`src/rtl/spi_slave_param.sv`:
```
// Parametrised SPI slave: MOSI frames to command words, RAM read data on MISO.
// Define SPI_SLAVE_ERR_EN to enable frame_err reporting and rd_armed gating.
module spi_slave_param #(
  parameter int DATA_W     = 8,
  parameter int TX_TIMEOUT = 16
) (
  input  logic              clk,
  input  logic              rst,
  input  logic              SS_n,
  input  logic              MOSI,
  output logic              MISO,
  output logic [DATA_W+1:0] rx_data,
  output logic              rx_valid,
  input  logic [DATA_W-1:0] tx_data,
  input  logic              tx_valid,
  output logic              frame_err
);

`ifdef SPI_SLAVE_ERR_EN
  localparam bit ERR_EN = 1'b1;
`else
  localparam bit ERR_EN = 1'b0;
`endif

  localparam int W  = DATA_W + 2;
  localparam int CW = $clog2(W + 1);
  localparam int TW = $clog2(TX_TIMEOUT + 1);
  localparam int BW = $clog2(DATA_W + 1);

  localparam logic [CW-1:0] LP_LAST  = CW'(W - 1);
  localparam logic [TW-1:0] LP_TLAST = TW'(TX_TIMEOUT - 1);
  localparam logic [BW-1:0] LP_BTOP  = BW'(DATA_W - 1);

  typedef enum logic [2:0] {
    S_IDLE,
    S_RECV,
    S_WAIT_TX,
    S_SEND,
    S_DONE
  } state_t;

  state_t            r_state;
  logic [W-2:0]      r_shift;
  logic [CW-1:0]     r_cnt;
  logic [TW-1:0]     r_wait;
  logic [BW-1:0]     r_bit;
  logic [DATA_W-1:0] r_tx;
  logic              r_armed;
  logic              r_miso;
  logic [W-1:0]      r_rx_data;
  logic              r_rx_valid;
  logic              r_err;

  logic [W-1:0] w_next;
  logic [1:0]   w_cmd;
  logic         w_reject;

  assign w_next   = {r_shift, MOSI};
  assign w_cmd    = w_next[W-1:W-2];
  // A read-data frame with no preceding read-address is refused
  assign w_reject = ERR_EN && (w_cmd == 2'b11) && !r_armed;

  always_ff @(posedge clk or posedge rst) begin
    if (rst) begin
      r_state    <= S_IDLE;
      r_shift    <= '0;
      r_cnt      <= '0;
      r_wait     <= '0;
      r_bit      <= '0;
      r_tx       <= '0;
      r_armed    <= 1'b0;
      r_miso     <= 1'b0;
      r_rx_data  <= '0;
      r_rx_valid <= 1'b0;
      r_err      <= 1'b0;
    end else begin
      r_rx_valid <= 1'b0;
      r_err      <= 1'b0;
      if (SS_n) begin
        r_state <= S_IDLE;
        r_cnt   <= '0;
        r_miso  <= 1'b0;
        // RECV always holds a partial frame (1..W-1 bits)
        if (ERR_EN && r_state == S_RECV) r_err <= 1'b1;
      end else begin
        unique case (r_state)
          S_IDLE: begin
            r_miso  <= 1'b0;
            r_shift <= {{(W-2){1'b0}}, MOSI};
            r_cnt   <= CW'(1);
            r_state <= S_RECV;
          end
          S_RECV: begin
            r_shift <= w_next[W-2:0];
            r_cnt   <= r_cnt + 1'b1;
            if (r_cnt == LP_LAST) begin
              r_wait <= '0;
              if (w_reject) begin
                r_err   <= 1'b1;
                r_state <= S_DONE;
              end else begin
                r_rx_data  <= w_next;
                r_rx_valid <= 1'b1;
                if (w_cmd == 2'b10) r_armed <= 1'b1;
                if (w_cmd == 2'b11) r_armed <= 1'b0;
                r_state <= (w_cmd == 2'b11) ? S_WAIT_TX : S_DONE;
              end
            end
          end
          S_WAIT_TX: begin
            if (tx_valid) begin
              r_tx    <= tx_data;
              r_miso  <= tx_data[DATA_W-1];
              r_bit   <= LP_BTOP;
              r_state <= S_SEND;
            end else if (r_wait == LP_TLAST) begin
              r_err   <= ERR_EN;
              r_state <= S_DONE;
            end else begin
              r_wait <= r_wait + 1'b1;
            end
          end
          S_SEND: begin
            if (r_bit == '0) begin
              r_miso  <= 1'b0;
              r_state <= S_DONE;
            end else begin
              r_miso <= r_tx[DATA_W-2];
              r_tx   <= {r_tx[DATA_W-2:0], 1'b0};
              r_bit  <= r_bit - 1'b1;
            end
          end
          S_DONE: r_miso <= 1'b0;
          default: r_state <= S_IDLE;
        endcase
      end
    end
  end

  assign MISO      = r_miso;
  assign rx_data   = r_rx_data;
  assign rx_valid  = r_rx_valid;
  assign frame_err = r_err;

endmodule

```
`config.mk`:
```
export PLATFORM = sky130hd
export DESIGN_NAME = spi_slave_param
export DESIGN_NICKNAME = d
export VERILOG_FILES = /design/src/rtl/spi_slave_param.sv
export SDC_FILE = /design/constraint.sdc
export NUM_CORES = 1
export LEC_CHECK = 0
export ABC_AREA = 0
export ABC_CLOCK_PERIOD_IN_PS = 6200
export CAP_MARGIN = 40
export CORE_MARGIN = 3
export CORE_UTILIZATION = 60
export CTS_BUF_LIST = sky130_fd_sc_hd__clkbuf_8
export CTS_CLUSTER_DIAMETER = 120
export DETAILED_ROUTE_END_ITERATION = 16
export MAX_ROUTING_LAYER = met4
export PLACE_DENSITY = 0.85
export RECOVER_POWER = 50
export SLEW_MARGIN = 20
export SYNTH_ARGS = -nofsm -noshare
export SYNTH_HDL_FRONTEND = slang
export SYNTH_SLANG_ARGS = --single-unit
```
`constraint.sdc`:
```
create_clock -name clk -period 6.2 [get_ports clk]
set_input_delay 0.93 -clock clk [delete_from_list [all_inputs] [get_ports clk]]
set_output_delay 0.93 -clock clk [all_outputs]
set_load 0.05 [all_outputs]
```
* Word-level counts from Yosys, hierarchy flattened
Cells that the tools add are included.
Cells by class: multiplexer cells 27, $add $sub $neg 3, bitwise logic cells 1, reduce and logical (&&, ||, !) cells 14, equality and inequality tests 17
Operators by type and width (count):
- two-way mux 3 bit | 6
- one-hot mux 9 bit (2 select lines) | 1
- one-hot mux 4 bit (2 select lines) | 2
- two-way mux 5 bit | 3
- one-hot mux 3 bit (5 select lines) | 1
- two-way mux 7 bit | 2
- one-hot mux 7 bit (2 select lines) | 1
- two-way mux 4 bit | 3
- inequality test 2 bit (second input constant) | 6
- one-hot mux 5 bit (2 select lines) | 1
- inequality test 3 bit (second input constant) | 3
- AND reduction 4 bit | 2
- == test 3 x 2 -> 1 bit (second input constant) | 2
- two-way mux 1 bit | 6
- nonzero test 2 bit | 3
- adder 5 x 1 -> 5 bit (second input constant) | 1
- == test 5 x 4 -> 1 bit (second input constant) | 1
- AND reduction 5 bit | 1
- adder 4 x 1 -> 4 bit (second input constant) | 1
- == test 4 bit (second input constant) | 1
- logical NOT 4 bit | 1
- inequality test 4 bit (second input constant) | 1
- AND reduction 2 bit | 2
- nonzero test 4 bit | 1
- 10 further kinds | 10
Storage, ports and cells: output and inout bits 13, word-level logic and storage cells 71, bits in registers 44

* Depth between registers and ports, before layout
Gate-level depths: netlist of the first run.
word-level depth 5, mapped depth 8, mapped depth without buffers 7

* Least setup slack after synthesis of the first run
OpenSTA, ideal clock, no wires.
path type in2reg, start input tx_valid, end register r_wait[1], path slack 4092 ps, stages on the path 5, data arrival time 1989 ps, buffers on the path 1, library setup time 120 ps, path through or2_0 -> or4_1 -> buf_2 -> and3_1 -> a31o_1
Between the ends: cells in the longest elaborated chain, start to end 2
RTL lines:
- from (decl) | RTL line 15 | input logic tx_valid,
- inequality test 2 bit (no line)
- AND reduction 5 bit (no line)
- to (signal assigned) | RTL line 120 | r_wait <= r_wait + 1'b1;
- to (decl) | RTL line 45 | logic [TW-1:0] r_wait;
Every way passes these cells. A chain may end at the register's enable or synchronous reset.

==> qor.csv, run 1 <==
metric;value;unit
status;complete, but fails checks;
failing checks;max-capacitance violations, max-slew violations;
port bufs;24;
Gate Count Post-Synth;241;
Cell Rows;21;
critical path type;in -> async;
vias in the first global route;1717;
cts repair resizes;0;
CTS tree;done;
worst-margin pin slew;2260;ps
later-pin clock latency in the skew report;310;ps
PwrDens;227;nW/um^2
CTS sink cnt;44;
core area;3390;sq um
R2R Path Start;r_cnt[0];
Tmin final;3180;ps
Die ar.;4340;sq um
Critical Path Start;rst;
die extent in y;65.9;microns
CTS Hold Bufs;0;
cell area after synthesis;2150;sq um
HPWL after DPL;2.97;mm
Max Cap Viol;1;
Root Buffer;clkbuf_8;
predominant post-synthesis flop cell;dfrtp_1;
VDD IR max;0.172;mV
Final Power;0.567;mW
CP endpoint kind;asynchronous set/reset pin;
n_diodes;0;
CTS clk-pin slew, worst paths;80;ps
GRT overflow;0;
DR iter-0 viols;144;
setup_tns;0;ps
worst hold start;rx_data[1];
Top Ports;26;
number of synthesized flops with an enable pin;0;
final WL;4.39;mm
clk buf depth;2;
DR vias;1798;
synthesized flop and latch total;44;
CTS Buf Count;5;
Max Slew Vio Count;45;
Max-slew headroom;-50.6;%
Yosys cell types;44;
final clock skew;7.40;ps
RSZ-0062 raised after global routing;no;
min-delay worst type;reg -> reg;
GPL Wtd Cong;0.818;
nets;278;
Syn Nets;259;
initial antenna violation count;0;
H-tree Lvls;2;
Total GRT Usage;23.0;%
CP Max Fanout;44;
Mapped Avg Cell Area;8.92;sq um
# setup viols final;0;
Die Wd;65.9;microns
vias per inst;5.86;
Leak;1.14;nW
Worst Path Required;6160;ps
DRT Pass-1 Iters;4;
synth warn;0;
ys async rst share;100;%
area delta synth->final;16.2;%
Fmax;0.314;GHz
first-pass GRT wire length;7.45;mm
post-CTS setup buffer count;0;
post-route ant nets;0;
post-route clock period utilization;51.3;%
layout cells sized above 1;5.36;%
wire per inst;14.3;microns
share of the yosys chip area belonging to registers;51.2;%
largest net degree at the start of global routing;45;
final hold vios;0;
Worst EP arrival;3140;ps
initial core utilization;63.5;%
DRC errors left;0;
crit start category;primary input;
==> sequential cells by signal, indices dropped and copies added, names as in the netlist <==
| name | count |
|---|---|
| rx_valid | 1 |
| r_cnt | 4 |
| r_wait | 5 |
| rx_data | 10 |
| r_tx | 7 |
| r_shift | 9 |
| MISO | 1 |
| r_bit | 4 |
| r_state | 3 |
==> per-layer routing <==
metal	track usage, %	vias to the layer above	routed length (microns)
li1	-	868	-
met1	27.5	868	2000
met2	37.3	53	2090
met3	4.25	9	205
met4	11.7	0	93
met5	-	-	0
==> synthesized netlist by cell type (2+ instances only) <==
| library cell | n | area share, % |
|---|---|---|
| a21oi_1 | 5 | 1.2 |
| and3_1 | 2 | 0.58 |
| mux2_2 | 2 | 1.0 |
| a22oi_1 | 2 | 0.70 |
| o21ai_0 | 18 | 4.2 |
| buf_2 | 4 | 0.93 |
| or3_1 | 3 | 0.87 |
| nand3b_1 | 3 | 1.0 |
| o22ai_1 | 8 | 2.3 |
| dfrtp_1 | 44 | 51 |
| nand3_1 | 8 | 1.9 |
| nor2_1 | 20 | 3.5 |
| nand2_1 | 57 | 9.9 |
| ha_1 | 5 | 2.9 |
| nor3_1 | 12 | 2.8 |
| nor4_1 | 3 | 0.87 |
| inv_1 | 10 | 1.7 |
| nand4_1 | 2 | 0.58 |
| clkbuf_1 | 7 | 1.2 |
| buf_4 | 2 | 0.70 |
==> worst max-delay path, cell delays in order <==
cell           delay, ps
dlygate4sd3_1        540
inv_1                 50
clkbuf_1            1600
==> placed cells by master (no fill, tap or decap), types with 2 or more instances in the layout <==
cell,synthesis,routed
nand2_1,57,57
dfrtp_1,44,44
clkdlybuf4s50_1,0,21
nor2_1,20,20
o21ai_0,18,18
nor3_1,12,12
inv_1,10,10
nand3_1,8,8
o22ai_1,8,8
clkbuf_8,0,6
a21oi_1,5,5
ha_1,5,5
nand3b_1,3,3
or3_1,3,3
nor4_1,3,3
dlygate4sd3_1,0,3
a22oi_1,2,2
mux2_2,2,2
nand4_1,2,2
and3_1,2,2
clkinvlp_4,0,2
==> logic make-up after synthesis <==
group / count (synthesis) / share of synthesized area (%)
AND/OR/NAND/NOR: 119 / 25.4
AO/OA/AOI/OAI: 45 / 14.0
flip-flops: 44 / 51.2
buffers and inverters: 24 / 4.77
adder cells (fa/ha/maj): 5 / 2.91
multiplexers: 3 / 1.51
other: 1 / 0.174
==> final cells by class <==
cell class,instances,area [sq um]
flip-flops and latches,44,1100
multi-input cells,173,947
fillers,252,890
repair buffers,26,259
clock buffers,6,82.6
well taps,46,57.6
inverters,10,37.5
clock inverters,2,15.0
==> metrics by stage <==
| stage | setup WS (ps) | std cells | utilization [%] | area, sq um | hold WS (ps) |
|---|---|---|---|---|---|
| final | 3020 | 307 | 73.8 | 2500 | 477 |
| after global routing | 2490 | 307 | 73.8 | 2500 | 505 |
| after CTS | 3190 | 306 | 73.4 | 2490 | 482 |
| after detailed placement | 2920 | 298 | 70.5 | 2390 | 462 |
| after global placement | 3000 | 298 | 70.5 | 2390 | 457 |
| after floorplan | 4090 | 241 | - | 2150 | 440 |
==> where the power goes <==
part / switching, mW / total [mW] / internal (mW)
Combinational: 0.0385 / 0.0633 / 0.0248
Clock: 0.103 / 0.194 / 0.0902
Sequential: 0.0119 / 0.310 / 0.298
==> worst paths after layout <==
path / end / slack, ps / cells past startpoint
worst max-delay path: MISO / 3020 / 3
worst min-delay path: rx_data[1] / 480 / 2
worst max register to register: r_wait[4] / 3860 / 6
worst min register to register: rx_data[1] / 480 / 2
max in group clk: r_wait[4] / 3130 / 6
min in group asynchronous: r_bit[0] / 1890 / 3
No activity file was read; power rests on OpenSTA's default activity.
==> run 2, diff against run 1 <==
ABC_CLOCK_PERIOD_IN_PS = 3000   (was 6200)
CORE_UTILIZATION = 57   (was 60)
PLACE_DENSITY = 0.81   (was 0.85)
clock period = 3 ns   (was 6.2 ns; I/O delays follow)
==> qor.csv, run 2 (synthesis results as in run 1) <==
metric;value;unit;change
status;finished clean;;
CTS sink cnt;44;;unchanged
RSZ-0062 raised after global routing;no;;
CTS Buf Count;5;;unchanged
first-pass GRT wire length;6.98;mm;-6.3%
final hold vios;0;;unchanged
clock network power share;38.0;%;+3.8 points
area of the multi-input gates;947;sq um;unchanged
critical path type;reg -> reg;;
VDD IR max;0.348;mV;+100%
core area;3490;sq um;+3.1%
commonest non-fill, non-tap cell in the layout;nand2_1;;
wire per inst;13.2;microns;-7.6%
GRT overflow;0;;unchanged
CTS clk-pin slew, worst paths;80;ps;about the same
later-pin clock latency in the skew report;300;ps;about the same
Worst Reg2Reg Path Length in Cells;6;;unchanged
port bufs;24;;unchanged
Top Ports;26;;unchanged
Worst Path Required;3190;ps;-2970 ps
worst-margin pin slew;1040;ps;-1220 ps
PwrDens;489;nW/um^2;+120%
H-tree Lvls;2;;unchanged
sequential cell area;1100;sq um;unchanged
initial antenna violation count;0;;unchanged
Final Instance Area;2530;sq um;+1.3%
Cell Rows;21;;unchanged
Leak;1.17;nW;+2.4%
Sw Ratio;24.3;%;-2.9 points
area delta synth->final;17.7;%;
min-delay worst type;reg -> reg;;
cts repair resizes;0;;unchanged
Seq pwr share;52.0;%;-2.7 points
post-CTS setup buffer count;0;;unchanged
Worst EP arrival;2400;ps;-740 ps
setup_tns;0;ps;unchanged
initial core utilization;61.5;%;-1.9 points
combinational group share of total power;10.0;%;-1.2 points
clk buf depth;2;;unchanged
Max Slew Vio Count;0;;-100%
vias per inst;5.67;;-3.2%
layout cells sized above 1;6.46;%;+1.1 points
DR vias;1751;;-2.6%
vias in the first global route;1579;;-8.0%
HPWL after DPL;2.89;mm;-2.8%
GPL Wtd Cong;0.824;;+0.77%
Tmin final;2210;ps;
final clock skew;4.04;ps;-3.36 ps
DRC errors left;0;;unchanged
Internal;0.939;mW;+130%
Fmax;0.453;GHz;
Max-slew headroom;30.6;%;+81 points
DRT Pass-1 Iters;4;;unchanged
Net Sw Power;0.301;mW;+96%
die extent in y;67.4;microns;+2.4%
crit start category;flip-flop;;
n_diodes;0;;unchanged
Root Buffer;clkbuf_8;;
CTS Hold Bufs;0;;unchanged
largest net degree at the start of global routing;45;;unchanged
nets;280;;+0.72%
placed cell area;2410;sq um;+0.94%
post-route clock period utilization;73.7;%;
number of flip-flops in the largest register;10;;unchanged
Die Wd;67.4;microns;+2.4%
DR iter-0 viols;129;;-10%
post-route ant nets;0;;unchanged
most frequent cells in the layout;nand2_1 (57), dfrtp_1 (44), clkdlybuf4s50_1 (22);;
CTS tree;done;;
CP endpoint kind;flip-flop;;
final WL;4.09;mm;-7.0%
fill count;264;;+4.8%
# setup viols final;0;;unchanged
hold path depth;2;;unchanged
CP Max Fanout;6;;-86%
Total GRT Usage;20.9;%;-2.1 points
Max Cap Viol;0;;-1
Die ar.;4550;sq um;+4.8%
-- run 2: layout make-up --
class	count	share of cell area, %
sequential	44	43.5
inverter	10	1.48
clock inverter	2	1.53
clock buffer	6	3.26
tap	46	2.27
timing repair buffer	28	10.6
multi-input combinational	173	37.4
-- run 2: path summary, 6_finish.rpt --
kind                                  from    endpoint  slack (ps)
worst max-delay path             r_wait[0]   r_wait[1]         790
worst min-delay path            rx_data[6]  rx_data[6]         480
worst max register to register   r_wait[0]   r_wait[1]         790
worst min register to register  rx_data[6]  rx_data[6]         480
max in group asynchronous              rst    r_cnt[0]        1440
min in group asynchronous              rst     r_tx[3]         920
-- run 2: critical path: stages, from the launching register on --
cell and delay (ps):
dfrtp_1 420, ha_1 240, and3_1 190, ha_1 230, or4_1 610, and3_1 230, a31o_1 180
-- run 2: metrics by stage --
stage / utilization (%) / std cells / hold WS, ps / total power [mW] / worst slack [ps]
global placement: 69.1 / 301 / 455 / 0.779 / 713
detailed placement: 69.1 / 301 / 464 / 0.781 / 645
CTS: 72.5 / 309 / 486 / 1.25 / 792
finish: 72.5 / 309 / 481 / 1.24 / 790
floorplan: - / 241 / 440 / 0.737 / 933
global route: 72.5 / 309 / 506 / 1.30 / 684
-- run 2: power groups by stage --
stage | sequential (mW) | clock, mW | combinational [mW]
floorplan | 0.645 | 0 | 0.0917
global placement | 0.656 | 0 | 0.123
detailed placement | 0.656 | 0 | 0.125
CTS | 0.644 | 0.480 | 0.126
global route | 0.648 | 0.509 | 0.140
finish | 0.645 | 0.471 | 0.124
-- run 2: routing by layer --
layer	GRT usage (%)	vias to the layer above	wire length [microns]
li1	-	871	-
met1	27.7	841	2070
met2	31.7	32	1800
met3	5.66	7	161
met4	6.08	0	53
met5	-	-	0
==> run 3, diff against run 2 <==
ABC_CLOCK_PERIOD_IN_PS = 1840   (was 3000)
CORE_UTILIZATION = 52   (was 57)
PLACE_DENSITY = 0.78   (was 0.81)
clock period = 1.84 ns   (was 3 ns; I/O delays follow)
==> qor.csv, run 3 (synthesis results as in run 1) <==
metric;value;unit;change
worst hold start;rx_data[8];;
min-delay worst type;reg -> reg;;
setup_tns;-143;ps;-143 ps
DRC errors left;0;;unchanged
largest net degree at the start of global routing;45;;unchanged
final hold vios;0;;unchanged
status;complete, but fails checks;;
DR iter-0 viols;95;;-26%
area delta synth->final;30.5;%;
wire per inst;14.2;microns;+7.6%
Finished Layout Cells;338;;+9.4%
Leak;1.28;nW;+9.7%
DRT Pass-1 Iters;4;;unchanged
n_diodes;0;;unchanged
Die ar.;4940;sq um;+8.8%
placed cell area;2610;sq um;+8.0%
VDD IR max;0.673;mV;+93%
later-pin clock latency in the skew report;300;ps;about the same
Max Slew Vio Count;0;;unchanged
Worst EP arrival;2100;ps;-300 ps
first-pass GRT wire length;8.23;mm;+18%
final hold slack;479;ps;-1.14 ps
DR vias;1865;;+6.5%
critical path type;reg -> reg;;
RSZ-0062 raised after global routing;yes;;
layout cells sized above 1;19.3;%;+13 points
vias per inst;5.52;;-2.6%
post-route ant nets;0;;unchanged
Top Ports;26;;unchanged
CTS Buf Count;5;;unchanged
H-tree Lvls;2;;unchanged
Critical Path Start;r_wait[0];;
GRT overflow;0;;unchanged
core area;3830;sq um;+9.5%
PwrDens;697;nW/um^2;+42%
Cell Rows;22;;+4.8%
Total GRT Usage;21.0;%;+0.10 points
Placed Instances;323;;+7.3%
die extent in y;70.3;microns;+4.3%
most frequent cells in the layout;nand2_1 (56), dfrtp_1 (44), buf_4 (26);;
CP Max Fanout;3;;-3
nets;307;;+9.6%
initial core utilization;56.2;%;-5.3 points
CTS sink cnt;44;;unchanged
Tmin final;1920;ps;-293 ps
initial antenna violation count;0;;unchanged
Die Wd;70.3;microns;+4.3%
port bufs;24;;unchanged
final WL;4.81;mm;+18%
clk buf depth;2;;unchanged
Root Buffer;clkbuf_8;;
commonest non-fill, non-tap cell in the layout;nand2_1;;
Max-slew headroom;29.1;%;-1.5 points
crit start category;flip-flop;;
Fmax;0.522;GHz;+15%
HPWL after DPL;3.32;mm;+15%
vias in the first global route;1875;;+19%
post-route clock period utilization;104;%;+30 points
CP endpoint kind;flip-flop;;
Worst Path Required;2030;ps;-1160 ps
# setup viols final;2;;+2
number of flip-flops in the largest register;10;;unchanged
CTS clk-pin slew, worst paths;80;ps;about the same
Setup WS post-layout;-76.5;ps;-867 ps
Post-Place Worst Slack;-98.3;ps;-743 ps
worst-margin pin slew;1060;ps;+22.7 ps
GPL Wtd Cong;0.930;;+13%
failing checks;negative setup slack;;
CTS tree;done;;
R2R Path Start;r_wait[0];;
Max Cap Viol;0;;unchanged
Final Instance Area;2810;sq um;+11%
final clock skew;6.51;ps;+2.46 ps
[run 3: layout make-up]
cell class                 count  area [sq um]
inverter                      10          37.5
clock inverter                 2          15.0
sequential                    44          1100
fill                         300          1020
clock buffer                   6          82.6
tap                           48          60.1
multi-input combinational    174          1040
timing repair buffer          54           474
[run 3: timing repair]
item	CTS	global route
gates resized for setup	3	12
endpoints found under the setup margin	9	20
pin swaps	2	6
buffers inserted	1	5
hold buffers	0	0
cloned	0	1
[run 3: per-stage QoR]
step	utilization [%]	power (mW)
after detailed placement	68.1	1.31
after global placement	68.1	1.30
after global routing	73.4	2.05
after CTS	71.1	1.95
final	73.4	1.96
after floorplan	-	1.21
[run 3: where the power goes]
group	internal [mW]	switching (mW)	total, mW
registers	1.00	0.0316	1.04
logic	0.120	0.158	0.278
clock network	0.304	0.340	0.644
total	1.43	0.530	1.96
[run 3: path summary, 6_finish.rpt]
kind	end	slack (ps)	depth (start not counted)
setup / recovery	r_state[1]	-80	7
hold / removal	rx_data[8]	480	2
setup reg to reg	r_state[1]	-80	7
hold reg to reg	rx_data[8]	480	2
max in group asynchronous	r_shift[6]	430	3
min in group asynchronous	rx_data[0]	760	3
[run 3: per-layer routing]
| layer | GRT usage [%] | vias up | share of wire, % |
|---|---|---|---|
| li1 | - | 929 | - |
| met1 | 25.6 | 886 | 45 |
| met2 | 35.3 | 41 | 50 |
| met3 | 4.89 | 9 | 3.8 |
| met4 | 5.11 | 0 | 1.2 |
| met5 | - | - | 0 |
[run 3: worst max-delay path, cell delays in order, from the launching register on]
cell,delay [ps]
dfrtp_1,390
ha_2,190
and3_4,180
ha_4,160
or4b_4,490
o32ai_4,150
or3_4,180
o21ai_1,60
